--- config.mk ---
export PLATFORM = sky130hd
export DESIGN_NAME = fir_coeff_loader
export DESIGN_NICKNAME = d
export VERILOG_FILES = /design/src/rtl/fir_pkg.sv /design/src/rtl/fir_coeff_loader.sv
export SDC_FILE = /design/constraint.sdc
export NUM_CORES = 1
export LEC_CHECK = 0
export ABC_AREA = 1
export CORE_ASPECT_RATIO = 0.75
export CORE_MARGIN = 2
export CORE_UTILIZATION = 42
export DETAILED_ROUTE_END_ITERATION = 8
export GPL_TIMING_DRIVEN = 1
export PLACE_DENSITY = 0.74
export SETUP_SLACK_MARGIN = 0.1
export SYNTH_ARGS = -nofsm -noshare
export SYNTH_HDL_FRONTEND = slang
export SYNTH_SLANG_ARGS = --single-unit
--- constraint.sdc ---
create_clock -name iClk12M -period 1.5 [get_ports iClk12M]
set_input_delay 0.45 -clock iClk12M [delete_from_list [all_inputs] [get_ports iClk12M]]
set_output_delay 0.45 -clock iClk12M [all_outputs]
set_load 0.02 [all_outputs]
--- src/rtl/fir_pkg.sv ---
`default_nettype none
// ============================================================================
// Module      : fir_pkg
// Description : Shared definitions for the FIR coefficient-update path:
//               loader state encoding, default widths, coefficient RAM
//               bank/word split and small address helpers.
// Revision    : 1.0 - initial release
// ============================================================================
package fir_pkg;

  // Default widths used by the coefficient loader
  localparam int DEF_ADDR_W = 6;
  localparam int DEF_DATA_W = 16;

  // Width of the coefficient-count field
  localparam int NUM_W      = 6;

  // Coefficient RAM organisation: bank = addr[1:0], word = addr[5:2]
  localparam int BANK_LSB   = 0;
  localparam int BANK_W     = 2;
  localparam int WORD_LSB   = 2;
  localparam int WORD_W     = 4;

  localparam int MAX_COEFF  = 63;

  // Loader state encoding
  typedef enum logic [2:0] {
    ST_IDLE    = 3'd0,
    ST_FIRST   = 3'd1,
    ST_ARM     = 3'd2,
    ST_SYNC    = 3'd3,
    ST_WRITE   = 3'd4,
    ST_DRAIN   = 3'd5,
    ST_RELEASE = 3'd6
  } fir_ld_state_t;

  function automatic logic [BANK_W-1:0] bank_of(input logic [DEF_ADDR_W-1:0] addr);
    return addr[BANK_LSB +: BANK_W];
  endfunction

  function automatic logic [WORD_W-1:0] word_of(input logic [DEF_ADDR_W-1:0] addr);
    return addr[WORD_LSB +: WORD_W];
  endfunction

endpackage
`default_nettype wire

--- src/rtl/fir_coeff_loader.sv ---
`default_nettype none
// ============================================================================
// Module      : fir_coeff_loader
// Description : Host-side initiator of the FIR coefficient-update protocol.
//               Accepts N coefficients over a valid/ready stream, waits for
//               the filter controller to be idle, then raises the update flag
//               and presents one word per address so the controller writes
//               each of them at least once while in its write state.
//
// Ports       : iClk12M          - clock
//               iRst             - synchronous active-high reset
//               iStart           - one-cycle update request
//               iNumOfCoeff      - coefficient count N, sampled on iStart
//               iCoeffValid/iCoeff/oCoeffReady - host word stream
//               iFirIdle         - controller is in IDLE or WREND
//               oCoeffUpdateFlag - update flag to the controller
//               oAddrRam/oWrDtRam - presented address and word
//               oNumOfCoeff      - latched N
//               oBusy/oDone/oErr - status (done/err are one-cycle pulses)
//
// Options     : FIR_COEFF_LOADER_TIMEOUT_EN - when defined, a host stall of
//               TIMEOUT_CYCLES consecutive ready cycles aborts the update
//               (oErr pulse, flag released, no oDone).
// Revision    : 1.0 - initial release
// ============================================================================
module fir_coeff_loader
  import fir_pkg::*;
#(
  parameter int ADDR_W         = DEF_ADDR_W,
  parameter int DATA_W         = DEF_DATA_W,
  parameter int TIMEOUT_CYCLES = 255
) (
  input  logic              iClk12M,
  input  logic              iRst,
  input  logic              iStart,
  input  logic [NUM_W-1:0]  iNumOfCoeff,
  input  logic              iCoeffValid,
  input  logic [DATA_W-1:0] iCoeff,
  output logic              oCoeffReady,
  input  logic              iFirIdle,
  output logic              oCoeffUpdateFlag,
  output logic [ADDR_W-1:0] oAddrRam,
  output logic [DATA_W-1:0] oWrDtRam,
  output logic [NUM_W-1:0]  oNumOfCoeff,
  output logic              oBusy,
  output logic              oDone,
  output logic              oErr
);

  localparam logic [NUM_W-1:0]  IDX_ONE  = NUM_W'(1);
  localparam logic [ADDR_W-1:0] ADDR_ONE = ADDR_W'(1);

  fir_ld_state_t     state, state_nxt;

  logic              ready_q, ready_nxt;
  logic              flag_q, flag_nxt;
  logic              busy_q, busy_nxt;
  logic              done_q, done_nxt;
  logic              err_q, err_nxt;
  logic [ADDR_W-1:0] addr_q, addr_nxt;
  logic [DATA_W-1:0] data_q, data_nxt;
  logic [NUM_W-1:0]  num_q, num_nxt;
  logic [NUM_W-1:0]  idx_q, idx_nxt;   // index of the word currently presented
  logic [NUM_W-1:0]  last_idx;
  logic              xfer;
  logic              timeout_hit;

  // ready_q is high exactly in FIRST and WRITE, so it doubles as the
  // "loader wants a word" qualifier for the handshake.
  assign xfer     = iCoeffValid && ready_q;
  assign last_idx = num_q - IDX_ONE;

`ifdef FIR_COEFF_LOADER_TIMEOUT_EN
  logic [7:0] stall_cnt;
  logic       stall_cyc;

  // Only consecutive stalled ready cycles count; any valid cycle (which in
  // FIRST/WRITE is a transfer) or any other state clears the counter.
  assign stall_cyc   = ready_q && !iCoeffValid;
  assign timeout_hit = stall_cyc && (stall_cnt == 8'(TIMEOUT_CYCLES - 1));

  always_ff @(posedge iClk12M) begin
    if (iRst || !stall_cyc) begin
      stall_cnt <= '0;
    end else begin
      stall_cnt <= stall_cnt + 8'd1;
    end
  end
`else
  logic [7:0] unused_timeout;
  assign unused_timeout = 8'(TIMEOUT_CYCLES);
  assign timeout_hit    = 1'b0;
`endif

  // State and registered outputs
  always_ff @(posedge iClk12M) begin
    if (iRst) begin
      state   <= ST_IDLE;
      ready_q <= 1'b0;
      flag_q  <= 1'b0;
      busy_q  <= 1'b0;
      done_q  <= 1'b0;
      err_q   <= 1'b0;
      addr_q  <= '0;
      data_q  <= '0;
      num_q   <= '0;
      idx_q   <= '0;
    end else begin
      state   <= state_nxt;
      ready_q <= ready_nxt;
      flag_q  <= flag_nxt;
      busy_q  <= busy_nxt;
      done_q  <= done_nxt;
      err_q   <= err_nxt;
      addr_q  <= addr_nxt;
      data_q  <= data_nxt;
      num_q   <= num_nxt;
      idx_q   <= idx_nxt;
    end
  end

  // Next state and next output values
  always_comb begin
    state_nxt = state;
    idx_nxt   = idx_q;
    addr_nxt  = addr_q;
    data_nxt  = data_q;
    num_nxt   = num_q;
    done_nxt  = 1'b0;
    err_nxt   = 1'b0;

    case (state)
      ST_IDLE: begin
        if (iStart) begin
          if (iNumOfCoeff == '0) begin
            err_nxt = 1'b1;
          end else begin
            num_nxt   = iNumOfCoeff;
            state_nxt = ST_FIRST;
          end
        end
      end

      // Word 0 is registered while the flag is still low, so the controller
      // never sees a stale word at address 0.
      ST_FIRST: begin
        if (xfer) begin
          idx_nxt   = '0;
          addr_nxt  = '0;
          data_nxt  = iCoeff;
          state_nxt = ST_ARM;
        end
      end

      ST_ARM: begin
        if (iFirIdle) begin
          state_nxt = ST_SYNC;
        end
      end

      // One flag cycle without a new word lets the controller enter its
      // write state while word 0 is on the bus.
      ST_SYNC: begin
        state_nxt = (num_q == IDX_ONE) ? ST_DRAIN : ST_WRITE;
      end

      ST_WRITE: begin
        if (xfer) begin
          idx_nxt  = idx_q + IDX_ONE;
          addr_nxt = addr_q + ADDR_ONE;
          data_nxt = iCoeff;
          if (idx_nxt == last_idx) begin
            state_nxt = ST_DRAIN;
          end
        end
      end

      // Keeps the flag up one more cycle so the last word gets written.
      ST_DRAIN: begin
        state_nxt = ST_RELEASE;
        done_nxt  = 1'b1;
      end

      ST_RELEASE: begin
        state_nxt = ST_IDLE;
      end

      default: begin
        state_nxt = ST_IDLE;
      end
    endcase

    if (timeout_hit) begin
      state_nxt = ST_RELEASE;
      err_nxt   = 1'b1;
    end

    ready_nxt = (state_nxt == ST_FIRST) || (state_nxt == ST_WRITE);
    flag_nxt  = (state_nxt == ST_SYNC) || (state_nxt == ST_WRITE) ||
                (state_nxt == ST_DRAIN);
    busy_nxt  = (state_nxt != ST_IDLE);
  end

  assign oCoeffReady      = ready_q;
  assign oCoeffUpdateFlag = flag_q;
  assign oAddrRam         = addr_q;
  assign oWrDtRam         = data_q;
  assign oNumOfCoeff      = num_q;
  assign oBusy            = busy_q;
  assign oDone            = done_q;
  assign oErr             = err_q;

endmodule
`default_nettype wire

==> results of run 1 <==
## worst max-delay path: stages, from the launching register on
cell     delay (ns)
dfxtp_4        0.37
inv_4          0.04
ha_4           0.26
nor2_2         0.04
nor2_1         0.09
nand2_1        0.11
nor2_4         0.10
nand2_2        0.05
nor2_2         0.09
nand3_2        0.11
nand2_2        0.09
nand2_2        0.05
nand2_1        0.05
nor2_1         0.04
## path summary, 6_finish.rpt
| check | start | to | slack [ns] |
|---|---|---|---|
| hold / removal | oWrDtRam[7] | oWrDtRam[7] | 0.46 |
| setup / recovery | oNumOfCoeff[1] | oCoeffReady | -0.08 |
| setup reg to reg | oNumOfCoeff[1] | oCoeffReady | -0.08 |
| hold reg to reg | oWrDtRam[7] | oWrDtRam[7] | 0.46 |
## final cells by class
cell class / instances / area share, %
Sequential cell: 42 / 28.34
Timing Repair Buffer: 94 / 25.33
Multi-Input combinational cell: 213 / 37.05
Tap cell: 57 / 2.351
Clock buffer: 7 / 3.548
Inverter: 26 / 3.383
## cells in the mapped netlist
master,instances,area share [%]
buf_2,5,1.2
a21o_1,1,0.37
nand2_2,5,1.5
nand2_1,106,20
dfxtp_1,42,42
and3_4,1,0.56
ha_1,4,2.5
a21oi_1,32,7.9
xor2_1,2,0.87
nand3_1,11,2.7
inv_2,1,0.19
a21oi_4,1,0.80
nor3_1,5,1.2
o22ai_1,1,0.31
nand4_1,4,1.2
nor2_2,4,1.2
nor3b_1,1,0.37
nand3_2,4,2.0
nor2_1,17,3.2
xnor2_1,1,0.43
or2_2,1,0.31
o21ai_0,6,1.5
o21ai_1,2,0.49
clkinv_1,2,0.37
a221oi_1,1,0.43
buf_4,2,0.74
nor2_4,2,1.1
o21bai_1,1,0.37
clkbuf_1,3,0.56
inv_1,23,4.3
## power groups by stage
stage,Sequential [mW],Combinational (mW),Clock (mW)
2_1_floorplan,1.25,0.254,0
3_3_place_gp,1.21,0.548,0
3_5_place_dp,1.21,0.559,0
4_1_cts,1.18,0.558,0.870
5_1_grt,1.19,0.627,0.918
6_report,1.18,0.566,0.853
## layer usage
layer,vias up,wire length [um]
li1,1112,-
met1,951,2639
met2,51,2465
met3,10,325
met4,0,78
met5,-,0
## sequential cells by signal, indices dropped and copies added (netlist names)
name,flops
state,3
oDone,1
oCoeffReady,1
oNumOfCoeff,6
oWrDtRam,16
oErr,1
oBusy,1
oAddrRam,6
idx_q,6
oCoeffUpdateFlag,1
## kinds of logic after synthesis
logic type | share of synthesized area, %
compound gates | 12.18
xor+xnor | 1.299
fa+ha+maj | 2.474
buf+inv | 7.359
flops | 41.56
simple gates | 35.13
## what timing repair did
action                     in CTS  in global routing
setup endpoints to repair      64                 54
setup buffers                   1                  0
gates cloned                    0                  0
gates resized for setup       110                 39
pin swaps                      10                  4
## placed cells by master, fill, tap and decap left out, types with 2 or more instances in the layout
master	n
clkdlybuf4s15_1	3
nor2_1	15
a21oi_1	32
nand2_1	101
inv_2	5
ha_1	2
nor2_2	5
dfxtp_2	9
nor3_1	4
nand2_2	9
dlygate4sd2_1	7
dfxtp_1	31
buf_6	4
nand3_4	3
clkbuf_8	6
buf_4	32
o21ai_1	2
buf_2	10
ha_4	2
inv_1	18
clkbuf_2	10
nand3_2	2
xor2_1	2
inv_4	2
nor2_4	3
clkdlybuf4s15_2	9
nand3_1	10
o21ai_0	6
clkdlybuf4s50_1	19
dfxtp_4	2
nand4_1	4
==> flow_metrics.py, run 1 <==
metrics = {
    "global_routing": {
        "grt_most_used_layer": "met2",
        "overall_global_routing_resource_usage_pct": 21.93,
        "groute.layer.met2.usage_pct": 34.23,
        "grt_overflow": 0,
        "first_pass_grt_wire_length_um": 9508,
        "grt.met1_usage_pct": 28.97,
        "grt_antenna_before_repair": 0,
        "first_global_vias": 2172,
        "grt_max_degree": 17,
        "grt_util_met3_pct": 6.848,
    },
    "die": {
        "initial_core_utilization_pct": 44.51,
        "chipWidth_um": 84.14,
        "core_region_area_um2": 4546,
        "die_y_um": 64.11,
        "dieArea_um2": 5394,
        "core.rowCount": 21,
        "boundaryPins": 60,
    },
    "setup_path": {
        "cp_data_required_time_ns": 1.70,
        "timing.critical_path.arrival_ns": 1.78,
        "setup_crit_path_kind": "flop to flop",
        "reg2reg_depth": 13,
        "cp_max_fo": 3,
        "worstSetupEndpointType": "flop",
        "timing.critical_path.from_type": "flop",
    },
    "drt": {
        "wire_per_inst_um": 12.54,
        "route.final.wire_length_um": 5507,
        "detail_route.vias_per_cell": 4.838,
        "detail_route.iter0.violations": 94,
        "detailedRoute.firstPassIterationCount": 4,
        "route.vias.total": 2124,
        "drt.antenna.violating_nets": 0,
        "post-route-drc-count": 0,
    },
    "min_path": {
        "hold_depth": 2,
        "holdCritPathClass": "flop to flop",
    },
    "layout": {
        "sequential_cell_area_um2": 859.6,
        "final_instance_count_excl_fillers": 439,
        "area_added_between_synthesis_and_finish_pct": 49.91,
        "net_count_reported_at_finish": 413,
        "insertedDiodeCount": 0,
        "finish.instance_area_um2": 3033,
        "multi_input_area_um2": 1124,
        "finish.utilization_pct": 66.72,
        "fillers": 415,
        "post_route_cells_drive_above_1_share_pct": 31.41,
    },
    "logic_synthesis": {
        "post_synth_inst_count": 291,
        "synth_cell_type_count": 30,
        "synth_warnings": 0,
        "postSynthNetCount": 322,
        "yosys_register_bits": 42,
        "syn_avg_cell_area_um2": 6.953,
        "mappedNetlistArea_um2": 2023,
        "seq_area_frac_synth_pct": 41.56,
    },
    "cts": {
        "clk_root_buffer_cell": "clkbuf_8",
        "ctsHoldBuffers": 0,
        "clk_slew_on_worst_s_h_paths_ns": 0.08,
        "cts.sinks": 42,
        "cts_inserted_buffers": 5,
        "max-clock-path-buffers": 2,
        "tritoncts_clock_tree": "yes",
        "clock_latency_ns": 0.30,
        "maximum_level_of_the_cts_h_tree": 2,
    },
    "placement": {
        "portBuffers": 59,
        "dpl-instance-area_um2": 2912,
        "dp_hpwl_um": 4063,
        "numPlacedInstances": 431,
        "dp_worst_setup_slack_ns": -0.3643,
        "final_weighted_congestion_in_routability_driven_placement": 0.8213,
    },
    "timing": {
        "setup-violations-final": 2,
        "worst_clock_skew_ns": 0.007110,
        "holdWs_ns": 0.4621,
        "period_minus_slack_ns": 1.581,
        "layout_worst_path_cycle_share_pct": 105.4,
        "setup_slack_ns": -0.08149,
        "max_slew.worst_pin.slew_ns": 0.3180,
        "maxClockFrequency_mhz": 632.3,
        "totalNegativeSetupSlack_ns": -0.1179,
        "grt_setup_unrepaired": "true",
        "final_hold_viol_count": 0,
        "worst_rel_slew_slack_pct": 78.80,
        "final_max_slew_viol_count": 0,
    },
    "outcome": {
        "run_status": "finished with violations",
        "failed_checks": "setup timing",
    },
    "power_and_ir_drop": {
        "power.clock.fraction_pct": 32.8,
        "cellPowerDensity_nw_per_um2": 858.6,
        "worst_ir_drop_vdd_uv": 517.8,
        "report.power.total_mw": 2.604,
        "p_switching_mw": 0.7219,
        "sequentialPowerShare_pct": 45.5,
        "p_leak_nw": 1.340,
        "combinationalPowerShare_pct": 21.7,
        "power_switching_share_pct": 27.72,
        "p_int_mw": 1.882,
    },
    "run": {
        "cap_violations": 0,
    },
}
(Power assumes the default switching activity.)
==> run 2: changes to the inputs <==
CORE_ASPECT_RATIO = default   (was 0.75)
==> run 2 against run 1 <==
The run still ends with setup timing left. Clock power up 3.9%. Cell area rose by 2.1%. Flip-flop and latch count unchanged. Clock skew is 0.0026 ns higher. Core utilization shrank 0.72 points. Register-to-register slack gained 0.07 ns. Largest power group unchanged. Non-clock buffer count rose by 2. Worst setup slack better by 0.065 ns. Final cell count unchanged. Fmax is 4.3% higher. Critical endpoint is now state[0]. Sequential share of layout area decreased by 0.54 points.
==> flow_metrics.py, run 2 (synthesis results as in run 1) <==
metrics = {
    "setup_path": {
        "timing.critical_path.max_delay_family": "simple AND/OR/NAND/NOR gates",
        "worstSetupEndpointType": "flop",
        "critPathBufInv": 3,
        "setup_crit_path_kind": "flop to flop",
        "timing.critical_path.arrival_ns": 1.75,
        "critical-path-top-cell-by-count": "nand2_2",
        "cp_slowest_cell": "dfxtp_4",
        "cp_data_required_time_ns": 1.74,
        "cp_max_fo": 3,
        "timing.critical_path.from_type": "flop",
        "timing.critical_path.cells": "inv_4 > ha_4 > nand2_2 > inv_2 > nor2_2 > nand2_2 > nor2_4 > nand2_2 > nor2_2 > nand3_2 > buf_4 > a21oi_2",
        "slowest_delay_ns": 0.37,
    },
    "cts": {
        "cts.sinks": 42,
        "clk_root_buffer_cell": "clkbuf_8",
        "clk_slew_on_worst_s_h_paths_ns": 0.08,
        "ctsHoldBuffers": 0,
        "clock_latency_ns": 0.29,
        "tritoncts_clock_tree": "yes",
        "cts_inserted_buffers": 5,
        "maximum_level_of_the_cts_h_tree": 2,
        "max-clock-path-buffers": 2,
    },
    "layout": {
        "most-common-layout-cells": "nand2_1, buf_4, dfxtp_1",
        "fillers": 404,
        "sequential_cell_area_um2": 860.8,
        "finish.instance_area_um2": 3097,
        "finish.utilization_pct": 66.00,
        "post_route_cells_drive_above_1_share_pct": 33.25,
        "layout_commonest_cell": "nand2_1",
        "area_added_between_synthesis_and_finish_pct": 53.06,
        "multi_input_area_um2": 1152,
        "insertedDiodeCount": 0,
        "final_instance_count_excl_fillers": 439,
        "net_count_reported_at_finish": 415,
        "max_reg_flops": 16,
    },
    "die": {
        "dieArea_um2": 5388,
        "core.rowCount": 25,
        "die_y_um": 73.41,
        "initial_core_utilization_pct": 43.12,
        "boundaryPins": 60,
        "chipWidth_um": 73.41,
        "core_region_area_um2": 4692,
    },
    "global_routing": {
        "grt.met1_usage_pct": 26.25,
        "first_pass_grt_wire_length_um": 8714,
        "grt_util_met3_pct": 4.938,
        "first_global_vias": 2025,
        "grt_most_used_layer": "met2",
        "overall_global_routing_resource_usage_pct": 20.18,
        "groute.layer.met2.usage_pct": 34.03,
        "grt_overflow": 0,
        "grt_max_degree": 16,
        "grt_antenna_before_repair": 0,
    },
    "timing": {
        "final_max_slew_viol_count": 0,
        "worst_clock_skew_ns": 0.009708,
        "maxClockFrequency_mhz": 659.6,
        "grt_setup_unrepaired": "true",
        "max_slew.worst_pin.slew_ns": 0.2890,
        "worst_rel_slew_slack_pct": 80.73,
        "setup-violations-final": 2,
        "layout_worst_path_cycle_share_pct": 101.1,
        "setup_slack_ns": -0.01605,
        "period_minus_slack_ns": 1.516,
        "final_hold_viol_count": 0,
    },
    "drt": {
        "detailedRoute.firstPassIterationCount": 4,
        "drt.antenna.violating_nets": 0,
        "wire_per_inst_um": 12.07,
        "route.final.wire_length_um": 5299,
        "detail_route.iter0.violations": 55,
        "detail_route.vias_per_cell": 4.904,
        "post-route-drc-count": 0,
        "route.vias.total": 2153,
    },
    "placement": {
        "numPlacedInstances": 427,
        "dp_hpwl_um": 3825,
        "final_weighted_congestion_in_routability_driven_placement": 0.7829,
        "portBuffers": 59,
        "dpl-instance-area_um2": 2913,
    },
    "power_and_ir_drop": {
        "p_leak_nw": 1.352,
        "cellPowerDensity_nw_per_um2": 857.9,
        "worst_ir_drop_vdd_uv": 659.6,
    },
    "outcome": {
        "failed_checks": "setup timing",
        "run_status": "finished with violations",
    },
    "min_path": {
        "holdCritPathClass": "flop to flop",
    },
    "run": {
        "cap_violations": 0,
    },
}
==> run 2: power by group <==
group	leakage, nW	switching, mW	total (mW)	internal (mW)
Sequential	0.346	0.0277	1.18	1.15
Clock	0.0557	0.388	0.886	0.498
Combinational	0.950	0.309	0.590	0.281
Total	1.35	0.724	2.66	1.93
==> run 2: per-stage QoR <==
| stage | setup TNS (ns) | power, mW | hold WS, ns | setup slack, ns |
|---|---|---|---|---|
| CTS | -0.01617 | 2.652 | 0.4635 | -0.01617 |
| detailed placement | -12.67 | 1.767 | 0.4508 | -0.3928 |
| floorplan | 0 | 1.504 | 0.4703 | 0.02589 |
| finish | -0.02408 | 2.657 | 0.4625 | -0.01605 |
| global route | -0.3383 | 2.783 | 0.4870 | -0.1667 |
| global placement | -11.37 | 1.760 | 0.4438 | -0.3530 |
==> run 2: per-layer routing <==
metal | vias to the layer above | routed length, um
met3 | 7 | 183
met2 | 40 | 2650
li1 | 1121 | -
met5 | - | 0
met1 | 985 | 2414
met4 | 0 | 51
==> run 2: worst paths after layout <==
kind | from | endpoint | slack (ns) | depth (start not counted)
max | oNumOfCoeff[0] | state[0] | -0.02 | 12
min | oWrDtRam[10] | oWrDtRam[10] | 0.46 | 2
max reg2reg | oNumOfCoeff[0] | state[0] | -0.02 | 12
min reg2reg | oWrDtRam[10] | oWrDtRam[10] | 0.46 | 2
==> run 2: area by class of cell <==
type / instances / area share, %
Inverter: 26 / 3.232
Clock buffer: 6 / 2.343
Sequential cell: 42 / 27.80
Multi-Input combinational cell: 213 / 37.21
Clock inverter: 2 / 1.172
Timing Repair Buffer: 96 / 26.06
Tap cell: 54 / 2.182
==> run 2: what timing repair did <==
item | 4_1_cts | 5_1_grt
buffers inserted | 1 | 3
resized for setup | 105 | 47
setup endpoints to repair | 69 | 56
pin swaps | 11 | 4
==> run 2: worst register-to-register path: stages, from the launching register on <==
cell and delay [ns]:
dfxtp_4 0.37, inv_4 0.04, ha_4 0.24, nand2_2 0.07, inv_2 0.03, nor2_2 0.08, nand2_2 0.08, nor2_4 0.08
nand2_2 0.05, nor2_2 0.09, nand3_2 0.11, buf_4 0.15, a21oi_2 0.09
==> run 3: changes to the inputs <==
SKIP_CTS_REPAIR_TIMING = 1   (was default)
==> run 3 against run 2 <==
The flow still finishes with violations (setup timing). Non-clock buffer count increased by 1. First-iteration DRC count increased by 36%. Register-to-register slack got worse by 0.02 ns. Final cell count rose by 0.23%.
==> flow_metrics.py, run 3 (synthesis results as in run 1) <==
metrics = {
    "run": {
        "cap_violations": 0,
    },
    "cts": {
        "clk_slew_on_worst_s_h_paths_ns": 0.08,
        "max-clock-path-buffers": 2,
        "tritoncts_clock_tree": "yes",
        "clock_latency_ns": 0.30,
        "cts.sinks": 42,
        "maximum_level_of_the_cts_h_tree": 2,
        "clk_root_buffer_cell": "clkbuf_8",
        "cts_inserted_buffers": 5,
    },
    "setup_path": {
        "critPathBufInv": 2,
        "slowest_delay_ns": 0.37,
        "timing.critical_path.from_type": "flop",
        "cp_slowest_cell": "dfxtp_4",
        "cp_data_required_time_ns": 1.73,
        "critical-path-top-cell-by-count": "nor2_2",
        "setup_crit_path_kind": "flop to flop",
        "cp_max_fo": 3,
        "worstSetupEndpointType": "flop",
        "timing.critical_path.cells": "inv_4 > ha_4 > nor2_2 > nor2_2 > nand2_2 > nor2_4 > nand2_2 > nor2_2 > nand3_2 > buf_4 > a21oi_1",
        "timing.critical_path.max_delay_family": "simple AND/OR/NAND/NOR gates",
        "timing.critical_path.arrival_ns": 1.77,
    },
    "power_and_ir_drop": {
        "power_switching_share_pct": 27.17,
        "p_leak_nw": 1.919,
        "p_switching_mw": 0.7269,
        "cellPowerDensity_nw_per_um2": 816.9,
        "combinationalPowerShare_pct": 22.7,
        "power.clock.fraction_pct": 33.1,
        "worst_ir_drop_vdd_uv": 483.9,
        "sequentialPowerShare_pct": 44.2,
        "report.power.total_mw": 2.676,
        "p_int_mw": 1.949,
    },
    "layout": {
        "final_instance_count_excl_fillers": 440,
        "finish.utilization_pct": 69.81,
        "insertedDiodeCount": 0,
        "layout_commonest_cell": "nand2_1",
        "finish.instance_area_um2": 3276,
        "post_route_cells_drive_above_1_share_pct": 26.94,
        "fillers": 361,
        "sequential_cell_area_um2": 858.3,
        "net_count_reported_at_finish": 416,
        "most-common-layout-cells": "nand2_1, dlymetal6s2s_1, buf_4",
        "area_added_between_synthesis_and_finish_pct": 61.90,
        "multi_input_area_um2": 1159,
        "max_reg_flops": 16,
    },
    "drt": {
        "drt.antenna.violating_nets": 0,
        "detail_route.iter0.violations": 75,
        "post-route-drc-count": 0,
        "wire_per_inst_um": 12.43,
        "route.vias.total": 2179,
        "detailedRoute.firstPassIterationCount": 4,
        "route.final.wire_length_um": 5471,
        "detail_route.vias_per_cell": 4.952,
    },
    "min_path": {
        "holdCritPathClass": "flop to flop",
    },
    "placement": {
        "numPlacedInstances": 427,
        "portBuffers": 59,
        "dp_hpwl_um": 3825,
        "dpl-instance-area_um2": 2913,
        "dp_worst_setup_slack_ns": -0.3928,
        "final_weighted_congestion_in_routability_driven_placement": 0.7829,
    },
    "timing": {
        "period_minus_slack_ns": 1.540,
        "final_hold_viol_count": 0,
        "worst_clock_skew_ns": 0.01128,
        "maxClockFrequency_mhz": 649.4,
        "setup-violations-final": 2,
        "max_slew.worst_pin.slew_ns": 0.3031,
        "grt_setup_unrepaired": "true",
        "worst_rel_slew_slack_pct": 79.64,
        "final_max_slew_viol_count": 0,
        "setup_slack_ns": -0.03984,
        "layout_worst_path_cycle_share_pct": 102.7,
    },
    "global_routing": {
        "first_pass_grt_wire_length_um": 8376,
        "grt_max_degree": 16,
        "grt_overflow": 0,
        "grt_antenna_before_repair": 0,
        "first_global_vias": 1966,
        "overall_global_routing_resource_usage_pct": 19.35,
    },
    "die": {
        "core.rowCount": 25,
        "dieArea_um2": 5388,
        "boundaryPins": 60,
        "core_region_area_um2": 4692,
        "chipWidth_um": 73.41,
        "initial_core_utilization_pct": 43.12,
        "die_y_um": 73.41,
    },
    "outcome": {
        "failed_checks": "setup timing",
        "run_status": "finished with violations",
    },
}
-- run 3: cell count changes in the layout (fill, tap and decap cells not counted), sizes merged --
cell / previous run / this run
buf: 41 / 39
clkbuf: 21 / 8
clkdlybuf4s15: 14 / 0
dlygate4sd2: 7 / 0
dlymetal6s2s: 0 / 37
-- run 3: routing by layer --
layer / routed length [um] / part of all wire (%) / vias to the layer above / global-route usage (%)
met2: 2809 / 51 / 48 / 31.83
met5: 0 / 0 / - / 0
met4: 32 / 0.58 / 0 / 4.040
met1: 2435 / 45 / 1007 / 25.83
met3: 194 / 3.5 / 5 / 4.801
li1: - / - / 1119 / -
-- run 3: layout make-up --
| type | count | share of cell area, % |
|---|---|---|
| multi-input combinational | 213 | 35.37 |
| timing repair buffer | 97 | 29.91 |
| sequential | 42 | 26.20 |
| inverter | 26 | 3.132 |
| clock buffer | 6 | 2.215 |
| tap | 54 | 2.063 |
| clock inverter | 2 | 1.108 |
-- run 3: tightest hold or removal path, stage by stage, from the launching register on --
cell and delay (ns):
dfxtp_1 0.32, nand2_1 0.06, a21oi_1 0.05
-- run 3: worst paths after layout --
check	from	to	slack [ns]	depth (start not counted)
worst max register to register	oNumOfCoeff[1]	state[0]	-0.04	11
worst min register to register	oWrDtRam[10]	oWrDtRam[10]	0.46	2
worst max-delay path	oNumOfCoeff[1]	state[0]	-0.04	11
worst min-delay path	oWrDtRam[10]	oWrDtRam[10]	0.46	2
-- run 3: power by group through the flow --
stage | logic, mW | clock network [mW] | registers (mW)
finish | 0.607 | 0.885 | 1.18
floorplan | 0.254 | 0 | 1.25
global placement | 0.554 | 0 | 1.21
global route | 0.667 | 0.953 | 1.19
CTS | 0.564 | 0.903 | 1.18
detailed placement | 0.561 | 0 | 1.21
-- run 3: stage by stage --
stage | hold WS (ns) | TNS (ns)
after detailed placement | 0.4508 | -12.67
after floorplan | 0.4703 | 0
after global routing | 0.4775 | -0.3312
after global placement | 0.4438 | -11.37
after CTS | 0.4633 | -8.303
final | 0.4601 | -0.06885
